--- src/rtl/cvrx_pkg.sv ---
// rtl/cvrx_pkg.sv - shared types and constants for the clocked video receiver
package cvrx_pkg;

  // Avalon-ST Video packet type nibbles
  localparam logic [3:0] CVRX_TYPE_VIDEO = 4'h0;
  localparam logic [3:0] CVRX_TYPE_CTRL  = 4'hF;

  typedef enum logic [1:0] {
    CVRX_IDLE   = 2'd0,
    CVRX_HDR    = 2'd1,
    CVRX_ACTIVE = 2'd2,
    CVRX_DROP   = 2'd3
  } cvrx_state_t;

  // One stream beat as stored in the output FIFO (26 bits)
  typedef struct packed {
    logic [23:0] data;
    logic        sop;
    logic        eop;
  } cvrx_beat_t;

  // Increment that sticks at lim instead of wrapping
  function automatic logic [11:0] cvrx_sat_inc(input logic [11:0] v, input logic [11:0] lim);
    return (v >= lim) ? v : v + 12'd1;
  endfunction

endpackage

--- src/rtl/cvrx_fifo.sv ---
// rtl/cvrx_fifo.sv - synchronous show-ahead FIFO of stream beats with occupancy count
module cvrx_fifo
  import cvrx_pkg::*;
#(
  parameter int  DEPTH = 64,
  localparam int AW    = $clog2(DEPTH)
) (
  input  logic       clk,
  input  logic       reset,
  input  logic       wr_tvalid,
  input  cvrx_beat_t wr_tdata,
  output logic       rd_tvalid,
  output cvrx_beat_t rd_tdata,
  input  logic       rd_tready,
  output logic [AW:0] count
);

  cvrx_beat_t mem [DEPTH];
  logic [AW-1:0] wr_ptr;
  logic [AW-1:0] rd_ptr;
  logic rd_fire;
  logic wr_fire;

  assign rd_tvalid = (count != '0);
  assign rd_fire   = rd_tvalid & rd_tready;
  // A read in the same cycle frees the slot, so a full FIFO can still accept
  assign wr_fire   = wr_tvalid & ((count != (AW+1)'(DEPTH)) | rd_fire);
  assign rd_tdata  = mem[rd_ptr];

  // Storage array; contents are qualified by the pointers, so no reset needed
  always_ff @(posedge clk) begin
    if (wr_fire) mem[wr_ptr] <= wr_tdata;
  end

  // Pointers and occupancy; reset flushes everything
  always_ff @(posedge clk) begin
    if (reset) begin
      wr_ptr <= '0;
      rd_ptr <= '0;
      count  <= '0;
    end else begin
      if (wr_fire) wr_ptr <= wr_ptr + AW'(1);
      if (rd_fire) rd_ptr <= rd_ptr + AW'(1);
      case ({wr_fire, rd_fire})
        2'b10:   count <= count + (AW+1)'(1);
        2'b01:   count <= count - (AW+1)'(1);
        default: count <= count;
      endcase
    end
  end

endmodule

--- src/rtl/clocked_video_rx.sv ---
// rtl/clocked_video_rx.sv - clocked video to Avalon-ST Video receiver; control packets enabled by CVRX_CTRL_PKT_EN
module clocked_video_rx
  import cvrx_pkg::*;
#(
  parameter int FIFO_DEPTH = 64,
  parameter int MAX_DIM    = 2048
) (
  input  logic        clk,
  input  logic        reset,
  input  logic [23:0] vid_data,
  input  logic        vid_datavalid,
  input  logic        vid_h_sync,
  input  logic        vid_v_sync,
  output logic [23:0] source_data,
  output logic        source_valid,
  input  logic        source_ready,
  output logic        source_startofpacket,
  output logic        source_endofpacket,
  output logic        overflow,
  output logic [11:0] frame_width,
  output logic [11:0] frame_height
);

  localparam int          CW      = $clog2(FIFO_DEPTH) + 1;
  localparam logic [11:0] DIM_LIM = 12'(MAX_DIM - 1);

  localparam logic [1:0] ST_IDLE   = CVRX_IDLE;
  localparam logic [1:0] ST_HDR    = CVRX_HDR;
  localparam logic [1:0] ST_ACTIVE = CVRX_ACTIVE;
  localparam logic [1:0] ST_DROP   = CVRX_DROP;

  logic [23:0] pix_q;
  logic        dv_q, dv_qq, hs_q, hs_qq, vs_q, vs_qq;
  logic        boundary, dv_rise, dv_fall, hs_rise;

  logic [1:0]  state, state_d;
  logic [2:0]  hdr_idx, hdr_len;
  logic        have_held;
  logic [23:0] held_data;
  logic        push, ovf_set, hold_load, hold_clr, idx_inc;
  cvrx_beat_t  push_beat, hdr_beat, head;
  logic        fifo_valid;
  logic [CW-1:0] fifo_count, fifo_free;

  logic [11:0] wcnt, hcnt;
  logic        first_line_done, line_armed;

  // Register every video input once; keep one more stage of the qualifiers for edge detection
  always_ff @(posedge clk) begin
    if (reset) begin
      pix_q <= '0;
      dv_q  <= 1'b0;
      dv_qq <= 1'b0;
      hs_q  <= 1'b0;
      hs_qq <= 1'b0;
      vs_q  <= 1'b0;
      vs_qq <= 1'b0;
    end else begin
      pix_q <= vid_data;
      dv_q  <= vid_datavalid;
      dv_qq <= dv_q;
      hs_q  <= vid_h_sync;
      hs_qq <= hs_q;
      vs_q  <= vid_v_sync;
      vs_qq <= vs_q;
    end
  end

  assign boundary = vs_qq & ~vs_q;
  assign dv_rise  = dv_q & ~dv_qq;
  assign dv_fall  = ~dv_q & dv_qq;
  assign hs_rise  = hs_q & ~hs_qq;

  assign fifo_free = CW'(FIFO_DEPTH) - fifo_count;

`ifdef CVRX_CTRL_PKT_EN
  logic ctrl_ok;
  assign ctrl_ok = (frame_width != '0) && (frame_height != '0);
  assign hdr_len = ctrl_ok ? 3'd5 : 3'd1;

  // Header sequence: control packet (previous frame's W/H in nibble lanes) then video header
  always_comb begin
    hdr_beat      = '0;
    hdr_beat.data = {20'h0, CVRX_TYPE_VIDEO};
    hdr_beat.sop  = 1'b1;
    if (ctrl_ok) begin
      case (hdr_idx)
        3'd0: hdr_beat.data = {20'h0, CVRX_TYPE_CTRL};
        3'd1: begin
          hdr_beat.data = {4'h0, frame_width[7:4], 4'h0, frame_width[11:8], 4'h0, 4'h0};
          hdr_beat.sop  = 1'b0;
        end
        3'd2: begin
          hdr_beat.data = {4'h0, frame_height[11:8], 4'h0, 4'h0, 4'h0, frame_width[3:0]};
          hdr_beat.sop  = 1'b0;
        end
        3'd3: begin
          hdr_beat.data = {4'h0, 4'h0, 4'h0, frame_height[3:0], 4'h0, frame_height[7:4]};
          hdr_beat.sop  = 1'b0;
          hdr_beat.eop  = 1'b1;
        end
        default: hdr_beat.data = {20'h0, CVRX_TYPE_VIDEO};
      endcase
    end
  end
`else
  assign hdr_len = 3'd1;

  // Video packet header only
  always_comb begin
    hdr_beat      = '0;
    hdr_beat.data = {20'h0, CVRX_TYPE_VIDEO};
    hdr_beat.sop  = 1'b1;
  end
`endif

  // Next-state and FIFO write decode
  always_comb begin
    state_d   = state;
    push      = 1'b0;
    push_beat = '0;
    ovf_set   = 1'b0;
    hold_load = 1'b0;
    hold_clr  = 1'b0;
    idx_inc   = 1'b0;
    case (state)
      ST_IDLE: begin
        if (boundary) state_d = ST_HDR;
      end
      ST_HDR: begin
        // Keep one slot back beyond the header so the packet can always be closed
        if (hdr_idx == 3'd0 && fifo_free <= CW'(hdr_len)) begin
          state_d = ST_DROP;
          ovf_set = 1'b1;
        end else begin
          push      = 1'b1;
          push_beat = hdr_beat;
          if (hdr_idx == hdr_len - 3'd1) begin
            state_d  = ST_ACTIVE;
            hold_clr = 1'b1;
          end else begin
            idx_inc = 1'b1;
          end
        end
        if (dv_q) ovf_set = 1'b1;
      end
      ST_ACTIVE: begin
        if (boundary) begin
          push           = 1'b1;
          push_beat.data = have_held ? held_data : 24'h0;
          push_beat.eop  = 1'b1;
          hold_clr       = 1'b1;
          state_d        = ST_HDR;
        end else if (dv_q) begin
          if (!have_held) begin
            hold_load = 1'b1;
          end else if (fifo_count >= CW'(FIFO_DEPTH - 1)) begin
            push           = 1'b1;
            push_beat.data = held_data;
            push_beat.eop  = 1'b1;
            ovf_set        = 1'b1;
            hold_clr       = 1'b1;
            state_d        = ST_DROP;
          end else begin
            push           = 1'b1;
            push_beat.data = held_data;
            hold_load      = 1'b1;
          end
        end
      end
      default: begin
        if (boundary) state_d = ST_HDR;
      end
    endcase
  end

  // Control state, holding register and sticky overflow
  always_ff @(posedge clk) begin
    if (reset) begin
      state     <= ST_IDLE;
      hdr_idx   <= '0;
      have_held <= 1'b0;
      held_data <= '0;
      overflow  <= 1'b0;
    end else begin
      state <= state_d;
      if (state != ST_HDR) hdr_idx <= '0;
      else if (idx_inc)    hdr_idx <= hdr_idx + 3'd1;
      if (hold_clr) begin
        have_held <= 1'b0;
      end else if (hold_load) begin
        have_held <= 1'b1;
        held_data <= pix_q;
      end
      if (ovf_set) overflow <= 1'b1;
    end
  end

  // Frame measurement; a datavalid run only counts as a line once h_sync re-arms it
  always_ff @(posedge clk) begin
    if (reset) begin
      wcnt            <= '0;
      hcnt            <= '0;
      first_line_done <= 1'b0;
      line_armed      <= 1'b1;
      frame_width     <= '0;
      frame_height    <= '0;
    end else if (boundary) begin
      if (state != ST_IDLE) begin
        frame_width  <= wcnt;
        frame_height <= hcnt;
      end
      wcnt            <= '0;
      hcnt            <= '0;
      first_line_done <= 1'b0;
      line_armed      <= 1'b1;
    end else begin
      if (dv_q && !first_line_done) wcnt <= cvrx_sat_inc(wcnt, DIM_LIM);
      if (dv_fall) first_line_done <= 1'b1;
      if (dv_rise && (line_armed || hs_rise)) begin
        hcnt       <= cvrx_sat_inc(hcnt, DIM_LIM);
        line_armed <= 1'b0;
      end else if (hs_rise) begin
        line_armed <= 1'b1;
      end
    end
  end

  cvrx_fifo #(.DEPTH(FIFO_DEPTH)) u_fifo (
    .clk       (clk),
    .reset     (reset),
    .wr_tvalid (push),
    .wr_tdata  (push_beat),
    .rd_tvalid (fifo_valid),
    .rd_tdata  (head),
    .rd_tready (source_ready),
    .count     (fifo_count)
  );

  assign source_valid         = fifo_valid;
  assign source_data          = fifo_valid ? head.data : 24'h0;
  assign source_startofpacket = fifo_valid & head.sop;
  assign source_endofpacket   = fifo_valid & head.eop;

endmodule

--- config.mk ---
export PLATFORM = sky130hd
export DESIGN_NAME = clocked_video_rx
export DESIGN_NICKNAME = d
export VERILOG_FILES = /design/src/rtl/cvrx_pkg.sv /design/src/rtl/cvrx_fifo.sv /design/src/rtl/clocked_video_rx.sv
export SDC_FILE = /design/constraint.sdc
export NUM_CORES = 2
export LEC_CHECK = 0
export CORE_ASPECT_RATIO = 1.2
export CORE_MARGIN = 2
export CORE_UTILIZATION = 55
export CTS_CLUSTER_SIZE = 20
export DETAILED_ROUTE_END_ITERATION = 10
export PLACE_DENSITY = 0.83
export SLEW_MARGIN = 20
export SYNTH_ARGS = -nofsm -noshare
export SYNTH_HDL_FRONTEND = slang
export SYNTH_HIERARCHICAL = 1
export SYNTH_SLANG_ARGS = --single-unit
--- constraint.sdc ---
create_clock -name clk -period 8.2 [get_ports clk]
set_clock_uncertainty 0.1 [all_clocks]
set_input_delay 1.23 -clock clk [delete_from_list [all_inputs] [get_ports clk]]
set_output_delay 1.23 -clock clk [all_outputs]
set_load 0.02 [all_outputs]
==> qor.yml <==
cells_and_area:
  drive_gt1_share_pct: 24.1
  final_common_cell: "edfxtp_1"
  final_nets: 3665
  final_cell_mix: "edfxtp_1 (1664), mux4_2 (412), clkbuf_16 (166)"
  final_core_utilization_pct: 62.1
  syn2layout_area_growth_pct: 11.9
  nFillCells: 7771
critical_path:
  path_cells: "buf_12 > mux4_2 > mux2_2 > a21oi_1 > o32ai_1 > or3_1 > and2_1 > clkdlybuf4s50_1"
  critical_path.endpoint: "source_data[5]"
  cp-end-kind: "primary output"
  crit_buf_inv: 2
  critPathArrivalTime_ns: 5.41
  cp.depth: 8
  worstPathRequired_ns: 6.87
  slowest_stage: "a21oi_1"
  startpoint_type: "register"
  r2r_start: "u_fifo/count[0]"
  rr_worst_depth: 13
  reg2reg_slack_ns: 2.82
  reg2reg_to: "u_fifo/mem[42][12]"
  cp_max_fo: 115
  slowest_delay_ns: 0.88
  critical_path_class: "reg -> out"
  cp_top_family: "buffers and inverters"
flow_run:
  drv_cap: 0
timing:
  setup_ws_ns: 1.46
  worstMarginPinSlew_ns: 1.15
  clock.fmax_ghz: 0.148
  worst_hold_slack_ns: 0.349
  fin_crit_sh_pct: 82.2
  setup_viol: 0
  setup-tns-final_ns: 0
  final.min_clock_period_ns: 6.74
  relSlewSlack_pct: 22.6
  drv_slew: 0
  hold_violations: 0
  rsz0062_at_grt: "no"
logic_synthesis:
  synth_edf_count: 1664
  ys_types: 79
  synth.area.top_cells: "edfxtp_1 (72%), mux4_2 (13%), dfxtp_1 (3.9%)"
  yosys_warnings: 6
  yosys.area.top_type: "edfxtp_1"
  synth_nets: 3486
  ys_seq_elements: 1800
  ys.flop_type: "edfxtp_1"
  yosysSeqAreaShare_pct: 76.0
  synth-async-reset-ratio_pct: 0
  syn_inst: 3438
  netlist.area_leader.share_pct: 72.1
  syn-mean-instance-area_sq_um: 20.2
  syn_area_sq_um: 69300
grt:
  grt_pass1_vias: 37443
  antenna_found_initial: 6
  grt_pass1_wl_microns: 262000
  grt.overflow.total: 0
  grt_start_max_net_pins: 116
  grt_usage_pct: 28.7
clock_network:
  postCtsSetupRepairBufs: 0
  clock-sinks: 1800
  cts_buffers: 163
  clk_latency_ns: 0.80
  cts_tree: "built"
  cts_buffer_depth: 3
  h-tree-depth: 4
  clk_pin_slew_ns: 0.07
  cts-root-buf: "clkbuf_16"
  cts_resized: 0
  cts_hold_buf: 0
die:
  ios: 82
  die_x_microns: 328
  chipHeight_microns: 393
  design.core.area_sq_um: 125000
  dieArea_sq_um: 129000
  num_rows: 142
  initial_core_util_pct: 55.5
hold_path:
  hp-class: "reg -> reg"
  hold_depth: 2
drt:
  viasPerCell: 6.83
  final_antenna_net_count: 0
  route.vias.total: 36856
  wl_microns: 183000
  wl_per_cell_microns: 33.9
  drt_pass1_iterations: 10
  drt_iter0_markers: 5961
  drc: 1
placement:
  gp_congestion: 0.888
  portBuffers: 81
  hpwl_microns: 94300
  dp_slack_ns: 2.79
pwr:
  power_leakage_nw: 27.6
  peakVddDrop_v: 0.000262
  power.total_mw: 20.0
  cellPowerDensity_nw_per_um2: 259
status:
  violations: "design-rule violations"
  status: "complete, but fails checks"
==> power breakdown <==
group	internal, mW	total, mW	switching (mW)
Clock	4.01	7.35	3.33
Combinational	1.15	2.67	1.53
Sequential	9.93	10.0	0.0952
==> final cells by class <==
type                       instances  area (sq um)  area share, %
sequential                      1800         52700           68.0
multi-input combinational       1424         15800           20.4
clock buffer                     217          4410           5.68
tap                             1656          2070           2.67
timing repair buffer             203          1790           2.30
clock inverter                    73           616          0.794
inverter                          25          95.1          0.123
antenna                            2          5.00        0.00646
==> worst min-delay path, delay by kind of cell (launching register included) <==
kind	cells	cell delay (ns)
flops	1	0.30
simple gates	1	0.06
compound gates	1	0.05
==> metal layers <==
| metal | GRT usage, % | part of all wire (%) |
|---|---|---|
| met4 | 16.4 | 6.9 |
| met2 | 47.6 | 49 |
| met3 | 7.56 | 12 |
| met5 | 0 | 0.093 |
| met1 | 34.1 | 32 |
==> cell families (layout without fill, tap and decap cells) <==
| family | after synthesis | count (layout) | synth area share (%) |
|---|---|---|---|
| flops | 1800 | 1800 | 76.0 |
| simple gates | 542 | 542 | 3.84 |
| mux | 473 | 473 | 14.3 |
| compound gates | 362 | 362 | 3.65 |
| buf+inv | 214 | 518 | 1.43 |
| xor+xnor | 29 | 29 | 0.367 |
| fa+ha+maj | 18 | 18 | 0.336 |
| other cells | 0 | 2 | 0 |
==> how the worst min path moves through the flow <==
| stage | slack, ns | end | start |
|---|---|---|---|
| finish | 0.35 | held_data[3] | pix_q[3] |
| global route | 0.37 | held_data[23] | pix_q[23] |
| CTS | 0.35 | held_data[3] | pix_q[3] |
| floorplan | 0.33 | held_data[0] | pix_q[0] |
| detailed placement | 0.34 | held_data[3] | pix_q[3] |
| global placement | 0.34 | held_data[9] | pix_q[9] |
==> per-stage QoR <==
| step | instance area (sq um) | std cells |
|---|---|---|
| 2_1_floorplan | 69300 | 3438 |
| 3_3_place_gp | 72500 | 5108 |
| 3_5_place_dp | 72500 | 5108 |
| 4_1_cts | 77500 | 5398 |
| 5_1_grt | 77500 | 5398 |
| 6_report | 77500 | 5400 |
==> flip-flops by register name (all words and copies together), names as in the netlist, 2 cells and up, named ones only <==
register       count
hdr_idx            3
hcnt              12
state              2
pix_q             24
frame_width       12
wcnt              12
frame_height      12
held_data         24
u_fifo/wr_ptr      6
u_fifo/rd_ptr      6
u_fifo/mem      1664
u_fifo/count       7
==> synthesized netlist by cell type (5+ instances only) <==
cell type / instances
edfxtp_1: 1664
mux4_2: 412
nor2_1: 182
dfxtp_1: 136
nand2_1: 103
clkbuf_1: 96
a21oi_1: 75
and2_1: 73
o21ai_0: 51
buf_2: 49
o22ai_1: 45
nand3_1: 40
nor2b_1: 39
mux2i_1: 36
a22o_1: 30
a211oi_1: 29
nor3_1: 28
inv_1: 25
mux2_2: 23
xnor2_1: 21
buf_1: 20
a22oi_1: 17
ha_1: 17
or3_1: 16
o21ai_1: 15
nand2b_1: 14
buf_4: 13
o221ai_1: 13
o22a_1: 13
o311ai_0: 13
nor4_1: 11
o32ai_1: 11
a221o_1: 9
xor2_1: 8
a221oi_1: 7
buf_6: 7
nand4_1: 7
o21a_1: 5
o41ai_1: 5
or2_2: 5
(Power assumes the default switching activity.)
